--- src/rtl/drv_pwm.sv ---
`default_nettype none
// ============================================================================
// Module      : drv_pwm
// Description : Dead-time protected half-bridge PWM with a slew-limited duty
//               shadow register and a free-running 4096-cycle period.
// Revision    : 1.0 - initial release
// ============================================================================
module drv_pwm #(
    parameter int unsigned DEAD     = 32,
    parameter int unsigned MAX_STEP = 64
) (
    input  logic        clk,
    input  logic        rst,
    input  logic        en,
    input  logic [11:0] drv_mag,
    output logic        pwm_hi,
    output logic        pwm_lo,
    output logic        period_start,
    output logic [11:0] duty
);

    localparam logic [12:0] C_DEAD     = 13'(DEAD);
    localparam logic [12:0] C_STEP     = 13'(MAX_STEP);
    localparam logic [11:0] C_CNT_LAST = 12'hFFF;

    logic [11:0] cnt_q,    cnt_d;
    logic [11:0] duty_q,   duty_d;
    logic        pwm_hi_q, pwm_hi_d;
    logic        pwm_lo_q, pwm_lo_d;
    logic        ps_q,     ps_d;

    logic        w_wrap;
    logic [12:0] w_cnt_ext;
    logic [12:0] w_duty_ext;
    logic [12:0] w_tgt_ext;
    logic [12:0] w_up;
    logic [12:0] w_dn_thr;
    logic [12:0] w_lo_thr;
    logic [11:0] w_ramp;

    always_comb begin
        w_wrap     = (cnt_q == C_CNT_LAST);
        w_cnt_ext  = {1'b0, cnt_q};
        w_duty_ext = {1'b0, duty_q};
        w_tgt_ext  = {1'b0, drv_mag};

        // 13-bit sums keep the slew comparisons free of wrap-around.
        w_up     = w_duty_ext + C_STEP;
        w_dn_thr = w_tgt_ext + C_STEP;
        w_lo_thr = w_duty_ext + C_DEAD;

        if (w_tgt_ext > w_up) begin
            w_ramp = w_up[11:0];
        end else if (w_dn_thr < w_duty_ext) begin
            w_ramp = duty_q - C_STEP[11:0];
        end else begin
            w_ramp = drv_mag;
        end

        cnt_d  = cnt_q + 12'd1;
        duty_d = duty_q;
        if (!en) begin
            duty_d = '0;
        end else if (w_wrap) begin
            duty_d = w_ramp;
        end

        pwm_hi_d = en && (w_cnt_ext >= C_DEAD) && (cnt_q < duty_q);
        pwm_lo_d = en && (w_cnt_ext >= w_lo_thr);
        ps_d     = w_wrap;
    end

    always_ff @(posedge clk) begin
        if (rst) begin
            cnt_q    <= '0;
            duty_q   <= '0;
            pwm_hi_q <= 1'b0;
            pwm_lo_q <= 1'b0;
            ps_q     <= 1'b0;
        end else begin
            cnt_q    <= cnt_d;
            duty_q   <= duty_d;
            pwm_hi_q <= pwm_hi_d;
            pwm_lo_q <= pwm_lo_d;
            ps_q     <= ps_d;
        end
    end

    assign pwm_hi       = pwm_hi_q;
    assign pwm_lo       = pwm_lo_q;
    assign period_start = ps_q;
    assign duty         = duty_q;

endmodule
`default_nettype wire

--- config.mk ---
export PLATFORM = sky130hd
export DESIGN_NAME = drv_pwm
export DESIGN_NICKNAME = d
export VERILOG_FILES = /design/src/rtl/drv_pwm.sv
export SDC_FILE = /design/constraint.sdc
export NUM_CORES = 1
export LEC_CHECK = 0
export CAP_MARGIN = 20
export CORE_MARGIN = 5
export CORE_UTILIZATION = 45
export CTS_BUF_LIST = sky130_fd_sc_hd__clkbuf_4 sky130_fd_sc_hd__clkbuf_8
export CTS_CLUSTER_SIZE = 10
export DETAILED_ROUTE_END_ITERATION = 8
export DONT_BUFFER_PORTS = 1
export GPL_TIMING_DRIVEN = 0
export PLACE_DENSITY = 0.71
export REMOVE_ABC_BUFFERS = 1
export SLEW_MARGIN = 20
export SYNTH_ARGS = -nofsm -noshare
export SYNTH_HDL_FRONTEND = slang
export SYNTH_SLANG_ARGS = --single-unit
--- constraint.sdc ---
create_clock -name clk -period 7.55 [get_ports clk]
set_input_delay 0.755 -clock clk [delete_from_list [all_inputs] [get_ports clk]]
set_output_delay 0.755 -clock clk [all_outputs]
set_load 0.05 [all_outputs]
* After elaboration in Yosys (flattened, before gate mapping)
Index checks and enable logic that the tools add are counted.
Word-level totals: bits in registers 27, input port bits 15, output and inout bits 15, logic and storage cells 23
Cells by class: add/sub/neg operators 5, order comparisons 5, eq/ne operators 1, multiplexer cells 2, bitwise operators 1, reduce and logical (&&, ||, !) cells 4
Operators with widths (count):
- adder 12 x 7 -> 13 bit, second input constant | 2
- two-way mux 12 bit | 2
- adder 12 x 6 -> 13 bit, second input constant | 1
- >= comparator 12 x 13 -> 1 bit | 1
- greater-than comparator 12 x 13 -> 1 bit | 1
- < comparator 13 x 12 -> 1 bit | 1
- adder 12 x 1 -> 12 bit, second input constant | 1
- == test 12 bit, second input constant | 1
- >= comparator 12 x 6 -> 1 bit, second input constant | 1
- < comparator 12 bit | 1
- subtractor 12 x 7 -> 12 bit, second input constant | 1
- logical AND 1 bit | 3
- OR reduction 2 bit | 1
- NOT 1 bit | 1

* Longest topological paths before layout
Gate-level depths: netlist of the first run.
word-level depth 4, mapped depth 13

* Worst setup path before layout of the first run
OpenSTA, ideal clock, no wires.
path type register to register, start point register duty_q[7] (netlist: duty[7]), end point register duty_q[6] (netlist: duty[6]), setup time 132 ps, arrival 3120 ps, path slack 4298 ps, stages on the path, launching flop included 13, buffers on the path 1, period minus slack after synthesis 3252 ps, cell sequence dfxtp_1 clkbuf_1 nand3_1 nor3_1 xnor2_1 ha_1 nand3_1 nor2_1 or4_4 o21ai_4 or3b_1 nand3_1 a21oi_1
On the way: word-level cells in the longest chain between the ends 3
Ends and longest elaborated chain:
- start, declared | RTL line 27 | logic [11:0] duty_q, duty_d;
- start signal, assigned | RTL line 82 | duty_q <= duty_d;
- adder 12 x 7 -> 13 bit or < comparator 13 x 12 -> 1 bit (tied branches) | RTL line 48, 54
- greater-than comparator 12 x 13 -> 1 bit or two-way mux 12 bit (tied branches) | RTL line 52, 54
- two-way mux 12 bit * | RTL line 52 | if (w_tgt_ext > w_up) begin
Every way passes the cells marked *; elsewhere a longest branch is shown, timed or not. A chain may end at the register's enable or synchronous reset.

* Worst setup path in the final report of the first run
start point register duty_q[7] (netlist: duty[7]), end point register duty_q[2] (netlist: duty[2])
The elaborated chain is that of the path after synthesis.

==> impl_metrics.env, run 1 <==
export IMPL_status="finished clean"
export IMPL_setup_tns_ps=0
export IMPL_antenna_found_initial=0
export IMPL_worstPathArrival_ps=3950
export IMPL_drt_wl_total_um=5110
export IMPL_gp_congestion=0.857
export IMPL_ys_flop_type="dfxtp_1"
export IMPL_drtIter0Drc=44
export IMPL_final_cells=352
export IMPL_maxCapViolations=0
export IMPL_synth_most_common_cell="ha_1"
export IMPL_place_area_sq_um=2430
export IMPL_yosysWarningCount=0
export IMPL_synth_common_cells="44 x ha_1, 31 x nor2_1, 27 x dfxtp_1"
export IMPL_syn_to_final_growth_pct=3.87
export IMPL_gr_total_overflow=0
export IMPL_clock_sinks=27
export IMPL_tightestPinTransition_ps=883
export IMPL_first_global_vias=1795
export IMPL_detail_route_drc_violations=0
export IMPL_die_w_um=82.9
export IMPL_nets=342
export IMPL_numCtsBuffers=3
export IMPL_worst_endpoint_required_ps=7700
export IMPL_portBuffers=0
export IMPL_design_portCount=30
export IMPL_synth_area_sq_um=2390
export IMPL_synth_edf_count=0
export IMPL_initial_core_util_pct=46.5
export IMPL_die_area_sq_um=6870
export IMPL_n_fill_cell=522
export IMPL_ff2ff_path_depth=11
export IMPL_rrSetupSlack_ps=3750
export IMPL_synth_top_area_share_pct=23.0
export IMPL_final_period_utilization_pct=50.4
export IMPL_hold_buffers=0
export IMPL_async_flop_share_pct=0
export IMPL_critPathMaxStageDelay_ps=880
export IMPL_cts_tree="yes"
export IMPL_crit_chain="ha_1 -> nand3_1 -> xnor2_1 -> ha_1 -> nand3_1 -> nor2_1 -> or4_4 -> o21ai_4 -> nand3b_2 -> mux2i_1 -> nor2_1"
export IMPL_dr_total_vias=1952
export IMPL_post_cts_setup_buffers=0
export IMPL_grt_pass1_wl_um=8740
export IMPL_setup_viol=0
export IMPL_synth_cell_types=49
export IMPL_crit_path_end_kind="flop"
export IMPL_ys_seq_elements=27
export IMPL_clock_skew_ps=4.69
export IMPL_post_drt_wl_per_cell_um=14.5
export IMPL_synth_area_top_cells="ha_1 23%, dfxtp_1 23%, xnor2_1 7.7%, nor2_1 4.9%, nand3_1 4.6%"
export IMPL_core_sq_um=5140
export IMPL_syn_avg_cell_area_sq_um=8.36
export IMPL_cp_max_fo=14
export IMPL_hp_start="cnt_q[0]"
export IMPL_dp_cells=348
export IMPL_power_mw=0.270
export IMPL_hp_class="reg2reg"
export IMPL_fp_dieH_um=82.9
export IMPL_yosysTopAreaCell="ha_1"
export IMPL_cellPowerDensity_nw_per_um2=109
export IMPL_drive_gt1_share_pct=5.32
export IMPL_final_core_util_pct=48.3
export IMPL_holdPathStages=1
export IMPL_clock_latency_ps=280
export IMPL_diodes=0
export IMPL_critPathLaunchType="flop"
export IMPL_hold_viol_final=0
export IMPL_cts_max_level=1
export IMPL_cts_resized=0
export IMPL_dp_hpwl_um=4100
export IMPL_crit_type="reg2reg"
export IMPL_worstReg2RegEnd="duty[2]"
export IMPL_p_leak_nw=1.03
export IMPL_ant_nets=0
export IMPL_viasPerCell=5.55
export IMPL_first_pass_iters=4
export IMPL_cp_slowest_cell="dfxtp_1"
export IMPL_cts_root_buf="clkbuf_8"
export IMPL_clk_path_buf_depth=2
export IMPL_fmax_mhz=263
export IMPL_grt_start_max_net_pins=15
export IMPL_worst_ir_drop_vdd_v=0.0000529
export IMPL_synth_cells=286
export IMPL_drv_slew=0
export IMPL_fin_area_sq_um=2480
export IMPL_track_usage_pct=14.9
export IMPL_seq_area_frac_synth_pct=22.6
export IMPL_hold_end="cnt_q[0]"
export IMPL_rsz0062_at_grt="false"
export IMPL_post_route_min_period_ps=3800
export IMPL_cts_reportedPaths_clkPinSlew_ps=90
export IMPL_r2r_start="duty[7]"
export IMPL_rows=26
export IMPL_slew_headroom_pct=41.0
[through the flow]
step	hold slack, ps	setup WS, ps
after floorplan	426	4240
after global placement	443	3830
after detailed placement	456	3780
after CTS	472	3750
after global routing	507	3480
final	465	3750
[flip-flops by register name (all words and copies together) (netlist names)]
name          cells
pwm_lo            1
period_start      1
pwm_hi            1
duty             12
cnt_q            12
[placed cells by master, fill, tap and decap left out, drive strengths merged, types with 2 or more instances in the layout]
| cell | synthesis | routed |
|---|---|---|
| o21a | 3 | 3 |
| clkbuf | 4 | 4 |
| nor2b | 5 | 5 |
| o21ai | 10 | 10 |
| dfxtp | 27 | 27 |
| nand2b | 4 | 4 |
| xor2 | 4 | 4 |
| and3 | 6 | 6 |
| nor2 | 31 | 31 |
| ha | 44 | 44 |
| a221oi | 2 | 2 |
| or4 | 2 | 2 |
| nand2 | 16 | 16 |
| xnor2 | 21 | 21 |
| o2111ai | 2 | 2 |
| nor3 | 7 | 7 |
| mux2i | 6 | 6 |
| nand4 | 4 | 4 |
| a21oi | 18 | 18 |
| inv | 18 | 18 |
| a211oi | 2 | 2 |
| nor4 | 2 | 2 |
| and4 | 2 | 2 |
| a21o | 6 | 6 |
| nand3 | 23 | 23 |
[power by group]
part           switching (mW)  leakage [nW]  internal (mW)  total [mW]
combinational          0.0194         0.786         0.0169      0.0363
sequential            0.00148         0.218          0.144       0.145
clock                  0.0467        0.0262         0.0415      0.0882
total                  0.0675          1.03          0.202       0.270
[per-layer routing]
layer / vias to the layer above / global-route usage (%) / part of all wire [%]
met5: - / 0 / 0
met4: 0 / 3.42 / 0.76
met3: 5 / 4.55 / 6.3
met2: 44 / 23.8 / 44
met1: 899 / 19.5 / 49
li1: 1004 / - / -
[area by class of cell]
class                           count  area [sq um]  area share (%)
Tap cell                           70          87.6            3.53
Multi-Input combinational cell    232          1740            69.9
Inverter                           19          71.3            2.87
Sequential cell                    27           541            21.8
Clock buffer                        4          48.8            1.96
[worst max-delay path: cells and delay by family (launching register included)]
family / cells / cell delay, ps
compound gates: 1 / 360
flops: 1 / 880
simple gates: 6 / 1230
fa+ha+maj: 2 / 700
xor+xnor: 1 / 260
mux: 1 / 230
[how the worst max path moves through the flow]
stage                         from  endpoint  slack [ps]  depth (start not counted)
after CTS                  duty[7]   duty[2]        3750                         11
after detailed placement   duty[7]   duty[2]        3780                         11
after global routing       duty[8]   duty[4]        3480                         11
final                      duty[7]   duty[2]        3750                         11
after floorplan           duty[10]   duty[6]        4240                         11
after global placement     duty[7]   duty[3]        3830                         11
[cells by family after synthesis]
family	after synthesis	synth area share [%]
adders and majority gates	44	23.0
and+or+nand+nor	106	23.2
buffers and inverters	27	4.81
AOI/OAI and AO/OA	50	14.2
DFF	27	22.6
muxes	7	2.98
xor gates and xnor gates	25	9.16
Note: power is estimated with default switching activity, not from simulation.
==> inputs of run 2 (changes only) <==
--- a/config.mk
+++ b/config.mk
@@ -5,6 +5,7 @@
 export SDC_FILE = /design/constraint.sdc
 export NUM_CORES = 1
 export LEC_CHECK = 0
+export ABC_AREA = 1
 export CAP_MARGIN = 20
 export CORE_MARGIN = 5
 export CORE_UTILIZATION = 45
==> constraint.sdc (replaced) <==
create_clock -name clk -period 3.9 [get_ports clk]
set_input_delay 0.39 -clock clk [delete_from_list [all_inputs] [get_ports clk]]
set_output_delay 0.39 -clock clk [all_outputs]
set_load 0.05 [all_outputs]
==> run 2 against run 1 <==
  * Maximum frequency increased by 20%
  * Clock-buffer cell count decreased by 1
  * Worst hold slack got worse by 300 ps
  * Register-to-register slack got worse by 3000 ps
  * Combinational power increased by 120%
  * Critical path type unchanged
  * Largest cell class unchanged
==> impl_metrics.env, run 2 <==
export IMPL_status="finished clean"
export IMPL_synth_most_common_cell="nand2_1"
export IMPL_cp_slowest_cell="dfxtp_1"
export IMPL_synth_area_top_cells="ha_1 21%, dfxtp_1 21%, nand2_1 11%, inv_1 8.8%, a21oi_1 6.4%"
export IMPL_slew_headroom_pct=42.3
export IMPL_p_leak_nw=1.29
export IMPL_first_pass_iters=4
export IMPL_cp_max_fo=16
export IMPL_met2_length_um=2730
export IMPL_hp_class="in2reg"
export IMPL_synth_cell_types=32
export IMPL_core_sq_um=5510
export IMPL_ant_nets=0
export IMPL_crit_path_end_kind="flop"
export IMPL_gr_total_overflow=0
export IMPL_die_w_um=85.5
export IMPL_fp_dieH_um=85.5
export IMPL_yosysTopAreaCell="ha_1"
export IMPL_synth_cells=371
export IMPL_rows=27
export IMPL_worstPathArrival_ps=3370
export IMPL_multi_input_area_sq_um=1750
export IMPL_wl_met1_um=2830
export IMPL_highest_layer="met4"
export IMPL_synth_common_cells="77 x nand2_1, 60 x inv_1, 44 x ha_1"
export IMPL_cts_max_level=1
export IMPL_maxCapViolations=0
export IMPL_seq_area_frac_synth_pct=21.1
export IMPL_numCtsBuffers=3
export IMPL_n_fill_cell=561
export IMPL_wl_met3_um=300
export IMPL_fmax_mhz=315
export IMPL_ys_seq_elements=27
export IMPL_synth_top_area_share_pct=21.5
export IMPL_dp_hpwl_um=4930
export IMPL_synth_edf_count=0
export IMPL_critPathMaxStageDelay_ps=900
export IMPL_die_area_sq_um=7310
export IMPL_nets=431
export IMPL_whs_ps=163
export IMPL_cts_reportedPaths_clkPinSlew_ps=100
export IMPL_post_place_ws_ps=756
export IMPL_post_cts_setup_buffers=0
export IMPL_syn_avg_cell_area_sq_um=6.91
export IMPL_initial_core_util_pct=46.6
export IMPL_antenna_found_initial=0
export IMPL_final_period_utilization_pct=81.5
export IMPL_finalWorstSetupSlack_ps=721
export IMPL_diodes=0
export IMPL_gp_congestion=0.856
export IMPL_worst_ir_drop_vdd_v=0.000119
export IMPL_first_global_vias=2232
export IMPL_critPathLaunchType="flop"
export IMPL_cpLargestDelayFamily="simple AND/OR/NAND/NOR gates"
export IMPL_portBuffers=0
export IMPL_crit_chain="nand2_1 -> inv_1 -> nand2_1 -> nor2_1 -> nand2_1 -> nand2_1 -> nand2_1 -> inv_1 -> ha_1 -> nand2_1 -> inv_1 -> a21oi_1 -> nand2_1 -> nor2_1 -> nand2_2 -> nand2_4 -> nand2_1 -> nand2_1 -> nand2_1 -> o21ai_1 -> inv_1"
export IMPL_rsz0062_at_grt="false"
export IMPL_detail_route_drc_violations=0
export IMPL_setup_tns_ps=0
export IMPL_drt_wl_total_um=6060
export IMPL_track_usage_pct=17.0
export IMPL_ys_flop_type="dfxtp_1"
export IMPL_rrSetupSlack_ps=720
export IMPL_hold_buffers=0
export IMPL_crit_type="reg2reg"
export IMPL_drive_gt1_share_pct=5.12
export IMPL_drv_slew=0
export IMPL_setup_viol=0
export IMPL_design_portCount=30
export IMPL_drtIter0Drc=119
export IMPL_post_route_min_period_ps=3180
export IMPL_layout_commonest_cell="nand2_1"
export IMPL_cts_root_buf="clkbuf_8"
export IMPL_final_cell_mix="77 x nand2_1, 60 x inv_1, 44 x ha_1"
export IMPL_clock_latency_ps=280
export IMPL_clock_skew_ps=2.43
export IMPL_syn_to_final_growth_pct=3.95
export IMPL_clock_sinks=27
export IMPL_grt_start_max_net_pins=17
export IMPL_async_flop_share_pct=0
export IMPL_synth_area_sq_um=2560
export IMPL_clk_path_buf_depth=2
export IMPL_cellPowerDensity_nw_per_um2=200
export IMPL_grt_pass1_wl_um=10300
export IMPL_post_drt_wl_per_cell_um=13.7
export IMPL_dr_total_vias=2352
export IMPL_worst_endpoint_required_ps=4090
export IMPL_power_mw=0.532
export IMPL_cts_tree="yes"
export IMPL_viasPerCell=5.31
export IMPL_crit_path_frequent_cell="nand2_1"
export IMPL_tightestPinTransition_ps=864
export IMPL_yosysWarningCount=0
export IMPL_crit_buf_inv=4
export IMPL_cts_resized=0
export IMPL_regArea_sq_um=541
export IMPL_hold_viol_final=0
[run 2: cell families (layout without fill, tap and decap cells)]
logic type | count (synthesis) | count (layout) | synth area share, %
and+or+nand+nor | 161 | 161 | 29.5
xor gates and xnor gates | 16 | 16 | 5.47
DFF | 27 | 27 | 21.1
AOI/OAI and AO/OA | 56 | 56 | 11.8
adders and majority gates | 44 | 44 | 21.5
buffers and inverters | 67 | 67 | 10.7
[run 2: where the power goes]
part	total, mW	switching, mW	internal, mW
sequential	0.281	0.00277	0.278
clock	0.171	0.0980	0.0728
combinational	0.0800	0.0502	0.0298
total	0.532	0.151	0.381
[run 2: routing by layer]
metal,vias to the layer above,global-route usage [%]
met2,57,28.4
met3,15,2.82
met1,1056,21.4
li1,1224,-
met4,0,7.34
met5,-,0
[run 2: layout make-up]
type,instances,area share [%]
clock buffers,3,1.55
clock inverters,1,0.282
inverters,63,8.87
multi-input cells,277,65.6
flip-flops and latches,27,20.3
well taps,72,3.38
[run 2: path summary, 6_finish.rpt]
kind                  from        to  cells past startpoint
setup / recovery   duty[8]   duty[6]                     21
hold / removal         rst    pwm_lo                      1
setup reg to reg   duty[8]   duty[6]                     21
hold reg to reg   cnt_q[0]  cnt_q[0]                      1
[run 2: per-stage QoR]
| stage | util (%) | instance area (sq um) | instances |
|---|---|---|---|
| final | 48.4 | 2670 | 443 |
| after global placement | 47.5 | 2620 | 439 |
| after CTS | 48.4 | 2670 | 443 |
| after detailed placement | 47.5 | 2620 | 439 |
| after global routing | 48.4 | 2670 | 443 |
| after floorplan | - | 2530 | 367 |
[run 2: worst reg2reg max path, cell delays in order (launching register included)]
cell and delay, ps:
dfxtp_1 900, nand2_1 100, inv_1 100, nand2_1 90, nor2_1 200, nand2_1 70, nand2_1 80, nand2_1 60
inv_1 90, ha_1 250, nand2_1 90, inv_1 40, a21oi_1 130, nand2_1 90, nor2_1 120, nand2_2 100
nand2_4 180, nand2_1 100, nand2_1 70, nand2_1 60, o21ai_1 130, inv_1 40
